==> src/rtl/fp_normalize_pack.sv <==
// fp_normalize_pack: multi-cycle normalize, round-to-nearest-even and IEEE-754 pack stage
module fp_normalize_pack #(
  parameter int N_float = 32,
  parameter int N_exp   = 8,
  parameter int N_mant  = 23
) (
  input  logic                clk,
  input  logic                rst,
  input  logic                start,
  input  logic                sign_in,
  input  logic [N_exp-1:0]    exp_in,
  input  logic [N_mant+4:0]   mant_in,
  output logic [N_float-1:0]  float_R,
  output logic                done,
  output logic                busy,
  output logic                overflow,
  output logic                underflow
);
  localparam int MW = N_mant + 5;
  localparam logic [N_exp:0] EMAX = {1'b0, {N_exp{1'b1}}};
  localparam logic [N_exp:0] ONE = (N_exp+1)'(1);
  typedef enum logic [2:0] {IDLE, CHECK, SHIFT_R, SHIFT_L, ROUND, RENORM, DONE} state_t;
  state_t state_q;
  logic sign_q, ov_q, uf_q;
  logic [N_exp:0] exp_q, exp_inc_d;
  logic [MW-1:0] mant_q, shr_d;
  logic inc_d;
  logic [MW-4:0] rnd_d;
  assign exp_inc_d = exp_q + ONE;
  assign shr_d = {1'b0, mant_q[MW-1:2], mant_q[1] | mant_q[0]};
  assign inc_d = mant_q[2] & (mant_q[1] | mant_q[0] | mant_q[3]);
  assign rnd_d = mant_q[MW-1:3] + (MW-3)'(inc_d);
  always_ff @(posedge clk) begin
    if (rst) begin
      state_q   <= IDLE;
      float_R   <= '0;
      done      <= 1'b0;
      busy      <= 1'b0;
      overflow  <= 1'b0;
      underflow <= 1'b0;
      sign_q    <= 1'b0;
      exp_q     <= '0;
      mant_q    <= '0;
      ov_q      <= 1'b0;
      uf_q      <= 1'b0;
    end else begin
      done <= 1'b0;
      busy <= state_q != IDLE;
      case (state_q)
        IDLE: if (start) begin
          sign_q  <= sign_in;
          exp_q   <= {1'b0, exp_in};
          mant_q  <= mant_in;
          ov_q    <= 1'b0;
          uf_q    <= 1'b0;
          state_q <= CHECK;
        end
        CHECK: if (mant_q == '0) begin
          sign_q  <= 1'b0;
          exp_q   <= '0;
          state_q <= DONE;
        end else begin
          state_q <= mant_q[MW-1] ? SHIFT_R : !mant_q[MW-2] ? SHIFT_L : ROUND;
        end
        SHIFT_R: begin
          exp_q   <= exp_inc_d;
          mant_q  <= (exp_inc_d == EMAX) ? '0 : shr_d;
          ov_q    <= exp_inc_d == EMAX;
          state_q <= (exp_inc_d == EMAX) ? DONE : ROUND;
        end
        SHIFT_L: if (exp_q == ONE) begin
          exp_q   <= '0;
          mant_q  <= '0;
          uf_q    <= 1'b1;
          state_q <= DONE;
        end else begin
          mant_q  <= mant_q << 1;
          exp_q   <= exp_q - ONE;
          state_q <= mant_q[MW-3] ? ROUND : SHIFT_L;
        end
        ROUND: begin
          mant_q[MW-1:3] <= rnd_d;
          state_q <= rnd_d[MW-4] ? RENORM : DONE;
        end
        RENORM: begin
          exp_q   <= exp_inc_d;
          mant_q  <= (exp_inc_d == EMAX) ? '0 : mant_q >> 1;
          ov_q    <= exp_inc_d == EMAX;
          state_q <= DONE;
        end
        DONE: begin
          float_R   <= {sign_q, exp_q[N_exp-1:0], mant_q[N_mant+2:3]};
          overflow  <= ov_q;
          underflow <= uf_q;
          done      <= 1'b1;
          state_q   <= IDLE;
        end
        default: state_q <= IDLE;
      endcase
    end
  end
endmodule

==> config.mk <==
export PLATFORM = sky130hd
export DESIGN_NAME = fp_normalize_pack
export DESIGN_NICKNAME = d
export VERILOG_FILES = /design/src/rtl/fp_normalize_pack.sv
export SDC_FILE = /design/constraint.sdc
export NUM_CORES = 1
export LEC_CHECK = 0
export BUFFER_PORTS_ARGS = -buffer_cell sky130_fd_sc_hd__buf_2
export CORE_AREA = 2 2 114 116
export CTS_CLUSTER_DIAMETER = 30
export CTS_CLUSTER_SIZE = 30
export DETAILED_ROUTE_END_ITERATION = 16
export DIE_AREA = 0 0 116 118
export PLACE_DENSITY = 0.61
export SYNTH_ARGS = -nofsm -noshare
export SYNTH_HDL_FRONTEND = slang
export SYNTH_SLANG_ARGS = --single-unit
==> constraint.sdc <==
create_clock -name clk -period 3.1 [get_ports clk]
set_input_delay 0.465 -clock clk [delete_from_list [all_inputs] [get_ports clk]]
set_output_delay 0.465 -clock clk [all_outputs]
set_load 0.01 [all_outputs]
# Word level (Yosys, flattened, before mapping)
# Index checks and enable logic that the tools add are counted.
# Widths: inputs -> output; s select.
# classes
n_reduce_logical	16
div	0
n_lt_le_gt_ge	0
add_sub_neg	3
bitwise	3
n_shift	0
mux	27
eq_ne	11
mul	0
# op_table
operator	count
$pmux 25 s5	1
$mux 28	2
$mux 27	2
$pmux 9 s4	1
$logic_not 28->1	1
$mux 9	3
$add 25x1->25	1
$mux 3	6
$pmux 3 s6	1
$pmux 3 s4	1
$add 9x1->9 const B	1
$eq 3x3->1 const B	3
$eq 9x1->1 const B	1
$eq 9x8->1 const B	1
$reduce_and 3->1	3
$sub 9x1->9 const B	1
$reduce_bool 4->1	2
$eq 3x2->1 const B	2
$ne 2x2->1 const B	3
$pmux 1 s2	3
$reduce_and 2->1	3
$reduce_bool 2->1	3
$mux 1	5
$reduce_bool 5->1	1
7 further kinds	9
# totals
wordCells	72
n_memories	0
latch_bits	0
romBits	0
ramBits	0
in_bits	40
reg_bits	79

# Logic depth before layout (Yosys ltp)
# depth
ltp_word	6
depth_mapped	11

# Worst setup path after synthesis
# No wires, ideal clock.
# synth_timing
path_kind	register to register
start	register mant_q[3]
end	register state_q[0]
stages_incl_launch_ff	10
path_buffers	1
t_required_ns	2.972
arrival_ns	2.202
path_slack_ns	0.770
path_cell_list	dfxtp_1 buf_2 and2_1 ha_1 nand4_1 nor3_1 nand4_1 xnor2_1 a2111oi_0 nor2_1
# synth_between
elab_chain_cells	5
elab_cells_between_ends	7
# synth_lines
item	line_no	rtl
start: declaration	26	logic [MW-1:0] mant_q, shr_d;
start signal: assignment	53	mant_q <= mant_in;
start signal: assignment	67	mant_q <= (exp_inc_d == EMAX) ? '0 : shr_d;
start signal: assignment	77	mant_q <= mant_q << 1;
$or 1x1->1	31	assign inc_d = mant_q[2] & (mant_q[1] | mant_q[0] | mant_q[3]);
$and 1x1->1	31	
$add 25x1->25	32	assign rnd_d = mant_q[MW-1:3] + (MW-3)'(inc_d);
$mux 2	83	state_q <= rnd_d[MW-4] ? RENORM : DONE;
$pmux 3 s6 (*)	49	case (state_q)
end signal: assignment	63	state_q <= mant_q[MW-1] ? SHIFT_R : !mant_q[MW-2] ? SHIFT_L : ROUND;
end signal: assignment	79	state_q <= mant_q[MW-3] ? ROUND : SHIFT_L;
end signal: assignment	83	
end: declaration	23	state_t state_q;
# Mark *: on every way between the ends. The rest lies on a longest branch, timed or not.
# A chain may end at the register's enable or synchronous reset.

# Final worst setup path
# layout_timing
start	register state_q[1]
end	register mant_q[26]
# layout_between
elab_chain_cells	3
elab_cells_between_ends	9
# layout_lines
item	line_no	rtl
start signal: assignment	63	
start signal: assignment	69	state_q <= (exp_inc_d == EMAX) ? DONE : ROUND;
start signal: assignment	79	
$eq 3x3->1 (tied with other cells)	49	
$reduce_bool 5->1 (no line) or $ne 2x2->1 (tied branches)	n/a	
$reduce_and 2->1 (no line)	n/a	
# Parallel ways exist; a longest one is shown, timed or not.

==> summary by stage <==
Status
The flow ran to the end, and the final reports show no timing, DRC or antenna violations.

Pwr
The static power due to leakage is approximately 2.1 nW. The net switching fraction of the power is 32.6%. The overall power of the completed layout is approximately 3.3 mW. The switching power is 1.08 mW. The share of total power dissipated in sequential elements is 40.3%. The power per standard cell area is 596 nW/um^2. Across the VDD grid, the largest voltage drop is 0.279 mV. The internal power of the cells totals 2.24 mW.

In this run, the combinational gates consume 22.5% of the power. The fraction of power consumed by the clock network is roughly 37%.

Critical path
The worst register-to-register path ends at mant_q[26]. The setup path with the least slack is of type flip-flop to flip-flop. The startpoint of the most critical setup path is state_q[1]. STA classifies the critical path endpoint as a flip-flop. In this design, the stage delay of the slowest critical-path cell is 780 ps.

The cell type of the slowest stage on the worst timing path is dfxtp_1. The worst register-to-register path has a depth of 6. The startpoint identified for the worst register-to-register timing path is state_q[1]. STA classifies the critical path startpoint as a flip-flop.

The data required time at the worst endpoint is 3350 ps. The register-to-register setup slack is approximately 500 ps. The critical path goes through nand2b_1 > o21ai_2 > o31a_1 > buf_4 > nand2_1 > a221oi_1. Data arrives at the worst endpoint at 2850 ps. The highest fanout seen on the critical path is 26. The buffer and inverter count on the worst path is 1. The critical path ends at mant_q[26]. The critical path runs through a total of 6 cells. In this design, the largest share of critical-path delay is due to compound AO/OA/AOI/OAI gates.

Logic synthesis
The post-synthesis mux area share is 0.414%. The complex-gate fraction of the synthesized area is 27.9%. The main combinational cell family by area after synthesis is compound AO/OA/AOI/OAI gates. The xor and xnor fraction of the mapped netlist area is around 3.8%. The synthesized netlist devotes 25.7% of its cell area to simple gates. The net count after synthesis is between 700 and 800. A synthesized cell averages 7.25 um^2. In this run, synthesis inferred 0 flip-flops with an integrated enable. Among all flip-flop cells after synthesis, the most frequent one is dfxtp_1. Yosys printed 0 warnings. The total standard cell area after synthesis is between 4000 and 5000 um^2. Synthesis handed over a netlist of about 670 instances.

Of the total synthesized cell area, the portion taken by full adders, half adders and majority gates is under 10%. Counting flops and latches in the post-synthesis netlist gives 79. The count of cell types in the netlist is 66. After synthesis, flip-flops and latches occupy 32.7% of the total area.

Counting flops with an async set or reset pin after synthesis yields a share of 0%.

Die
The number of top-level pins is 76. The die is 118 um tall. The site row count is a little over 40. The floorplan die area is about 14,000 um^2. For this configuration, the core starts out at a cell density of 39.0%.

After floorplanning, the core was sized to cover 12,400 um^2. Measured along the x axis, the die boundary spans 116 um.

CTS
CTS built an H-tree with a depth of 3. In this run, post-CTS hold repair placed 0 buffers. The clock latency on the worst-skew pair is around 350 ps. In this run the post-CTS setup repair buffer count came out at 0. TritonCTS built the clock tree. The count of cells resized by post-cts repair is 0. The number of buffers inserted during clock tree synthesis is 9. The number of sinks handled by clock tree synthesis is 79. The cell sitting at the root of the clock tree is a clkbuf_16. The clock transition at the register clock pins on the worst setup and hold paths after CTS is 60 ps. The maximum clock insertion buffer count is 2.

Global route
The total global routing overflow is 0. The via count of the first global-routing pass is between 4,000 and 5,000. In the global route stage, overall resource usage came out at 22.1%. The initial antenna violation count was 0.

The largest net degree at the start of global routing is 49. The global-route wire length before repair is approximately 24,000 um.

Drt
The wire length on met2 is 6370 um. Wires add up to between 10,000 and 15,000 um. The remaining design rule violation count is 0. The detailed router used layers up to and including met4. In this run, the number of DRC markers left after iteration 0 of detailed routing was 378.

In the detailed route, the total length drawn on met3 is 920 um. Using the TritonRoute via totals, the vias-per-cell ratio works out to 5.71. For this block, wires on met1 add up to just over 7000 um. The average routed wire per standard cell is between 15 and 20 um. The number of routed nets with antenna violations is 0. The pre-antenna-repair detailed-routing pass consisted of 5 iterations. The final route contains 5,028 vias.

Finish
Across the whole layout, storage elements account for 1580 um^2. The multi-input combinational cell area is 2870 um^2. The fraction of layout cells with a size suffix above 1 is about 17%. The number of antenna diodes in the final layout is 0. Relative to the synthesized area, the layout overhead comes to 15.2%.

The count of cells in the finished layout, fillers not included, comes to 880. Cells fill ~45% of the core in the end. The filler cells instantiated in the layout total 1,349. After the last flow step, the layout net total stands at 749.

STA
The slack of the critical path is between 500 and 600 ps. The minimum period implied by the final worst setup slack is 2600 ps. At the pin with the least slew margin, the transition time is 987 ps.

The total count of max-transition violations in the final report is 0. The portion of the clock cycle consumed by the worst path in the final layout is 83.7%. Headroom to the max-slew limit came out at between 30% and 40%.

The number of setup violations in the final report is 0. The number of hold-slack violations in the final timing report is 0. The maximum operating frequency is 385 MHz. In the final timing run, aggregate negative setup slack is 0 ps. For the final database, setup skew stands at 10.6 ps. Setup repair after global routing left no endpoint under its margin.

Worst hold path
The worst hold path begins at sign_in. The worst hold path belongs to the class input port to flip-flop.

Placement
The number of placed instances with taps included is roughly 870. The final weighted congestion in routability-driven placement is 0.904. The wire-length estimate of the detail-placed layout is 10,500 um. In this run the tool buffered the top-level ports with 75 buffer cells. OpenSTA, run right after detailed placement, puts the worst setup slack at 572 ps.

Job
The max-capacitance violation count is 0.
==> layout make-up <==
class                   count  share of cell area [%]
multi-input cells         509                    51.4
flip-flops and latches     79                    28.4
repair buffers             96                    9.56
clock buffers              12                    4.60
well taps                 172                    3.86
clock inverters             3                    1.62
inverters                   9                   0.606
==> stage by stage <==
step	hold WS, ps	cell area, um^2
finish	392	5580
global route	402	5580
CTS	391	5580
detailed placement	446	5230
global placement	441	5230
floorplan	431	4840
==> power groups by stage <==
stage / Combinational (mW) / Sequential, mW / Clock (mW)
2_1_floorplan: 0.721 / 1.16 / 0
3_3_place_gp: 0.732 / 1.35 / 0
3_5_place_dp: 0.734 / 1.36 / 0
4_1_cts: 0.739 / 1.33 / 1.26
5_1_grt: 0.833 / 1.36 / 1.31
6_report: 0.747 / 1.34 / 1.24
==> sequential cells by signal, indices dropped and copies added (netlist names) <==
signal / count
underflow: 1
mant_q: 28
overflow: 1
float_R: 32
exp_q: 9
done: 1
sign_q: 1
state_q: 3
uf_q: 1
ov_q: 1
busy: 1
==> cells in the mapped netlist (3+ instances only) <==
cell type | instances | area [um^2]
a211oi_1 | 10 | 75.1
a21o_1 | 3 | 22.5
a21oi_1 | 66 | 330
a221o_1 | 3 | 30.0
a221oi_1 | 14 | 123
a22o_1 | 3 | 26.3
a22oi_1 | 4 | 30.0
a31oi_1 | 11 | 68.8
a32oi_1 | 6 | 52.6
and2_1 | 4 | 25.0
buf_2 | 24 | 120
buf_4 | 9 | 67.6
buf_6 | 4 | 45.0
clkbuf_1 | 32 | 120
dfxtp_1 | 79 | 1580
ha_1 | 5 | 62.6
inv_1 | 9 | 33.8
nand2_1 | 130 | 488
nand2b_1 | 6 | 37.5
nand3_1 | 24 | 120
nand4_1 | 7 | 43.8
nor2_1 | 41 | 154
nor2b_1 | 5 | 31.3
nor3_1 | 20 | 100
nor4_1 | 14 | 87.6
o2111ai_1 | 3 | 26.3
o211ai_1 | 7 | 52.6
o21ai_0 | 53 | 265
o21ai_1 | 3 | 15.0
o221ai_1 | 3 | 26.3
xnor2_1 | 17 | 149
xor2_1 | 4 | 35.0
==> cell families after synthesis <==
group,Yosys count
xor+xnor,21
buf+inv,80
simple gates,269
fa+ha+maj,5
compound gates,212
flops,79
mux,2
==> how the worst min path moves through the flow <==
stage / to / slack, ps / cells past startpoint
after floorplan: underflow / 430 / 2
after global placement: float_R[31] / 440 / 2
after detailed placement: float_R[9] / 450 / 2
after CTS: sign_q / 390 / 3
after global routing: sign_q / 400 / 3
final: sign_q / 390 / 3
==> per-layer routing <==
layer,GRT usage [%],vias up
met5,0,-
met4,7.51,0
met3,3.40,19
met2,32.0,206
met1,32.9,2331
li1,-,2472
==> worst reg2reg max path: stages, from the launching register on <==
cell	delay, ps
dfxtp_1	780
nand2b_1	350
o21ai_2	480
o31a_1	210
buf_4	310
nand2_1	110
a221oi_1	250
==> layout by cell type, fill, tap and decap left out, drive strengths merged, types with 3 or more instances in the layout <==
| cell type | count |
|---|---|
| o211ai | 7 |
| a21oi | 66 |
| o221ai | 3 |
| inv | 9 |
| a211oi | 11 |
| a21boi | 3 |
| a21o | 3 |
| clkbuf | 12 |
| nor3 | 21 |
| nand2b | 6 |
| buf | 96 |
| nand2 | 130 |
| a22oi | 4 |
| nor2b | 5 |
| xnor2 | 17 |
| nor4 | 15 |
| o21ai | 57 |
| a32oi | 6 |
| a31oi | 11 |
| a221o | 3 |
| a22o | 3 |
| and2 | 4 |
| bufinv | 3 |
| xor2 | 4 |
| a221oi | 15 |
| ha | 5 |
| nand3 | 25 |
| dfxtp | 79 |
| nand4 | 8 |
| o2111ai | 3 |
| nor2 | 41 |
No activity file was read; power rests on OpenSTA's default activity.
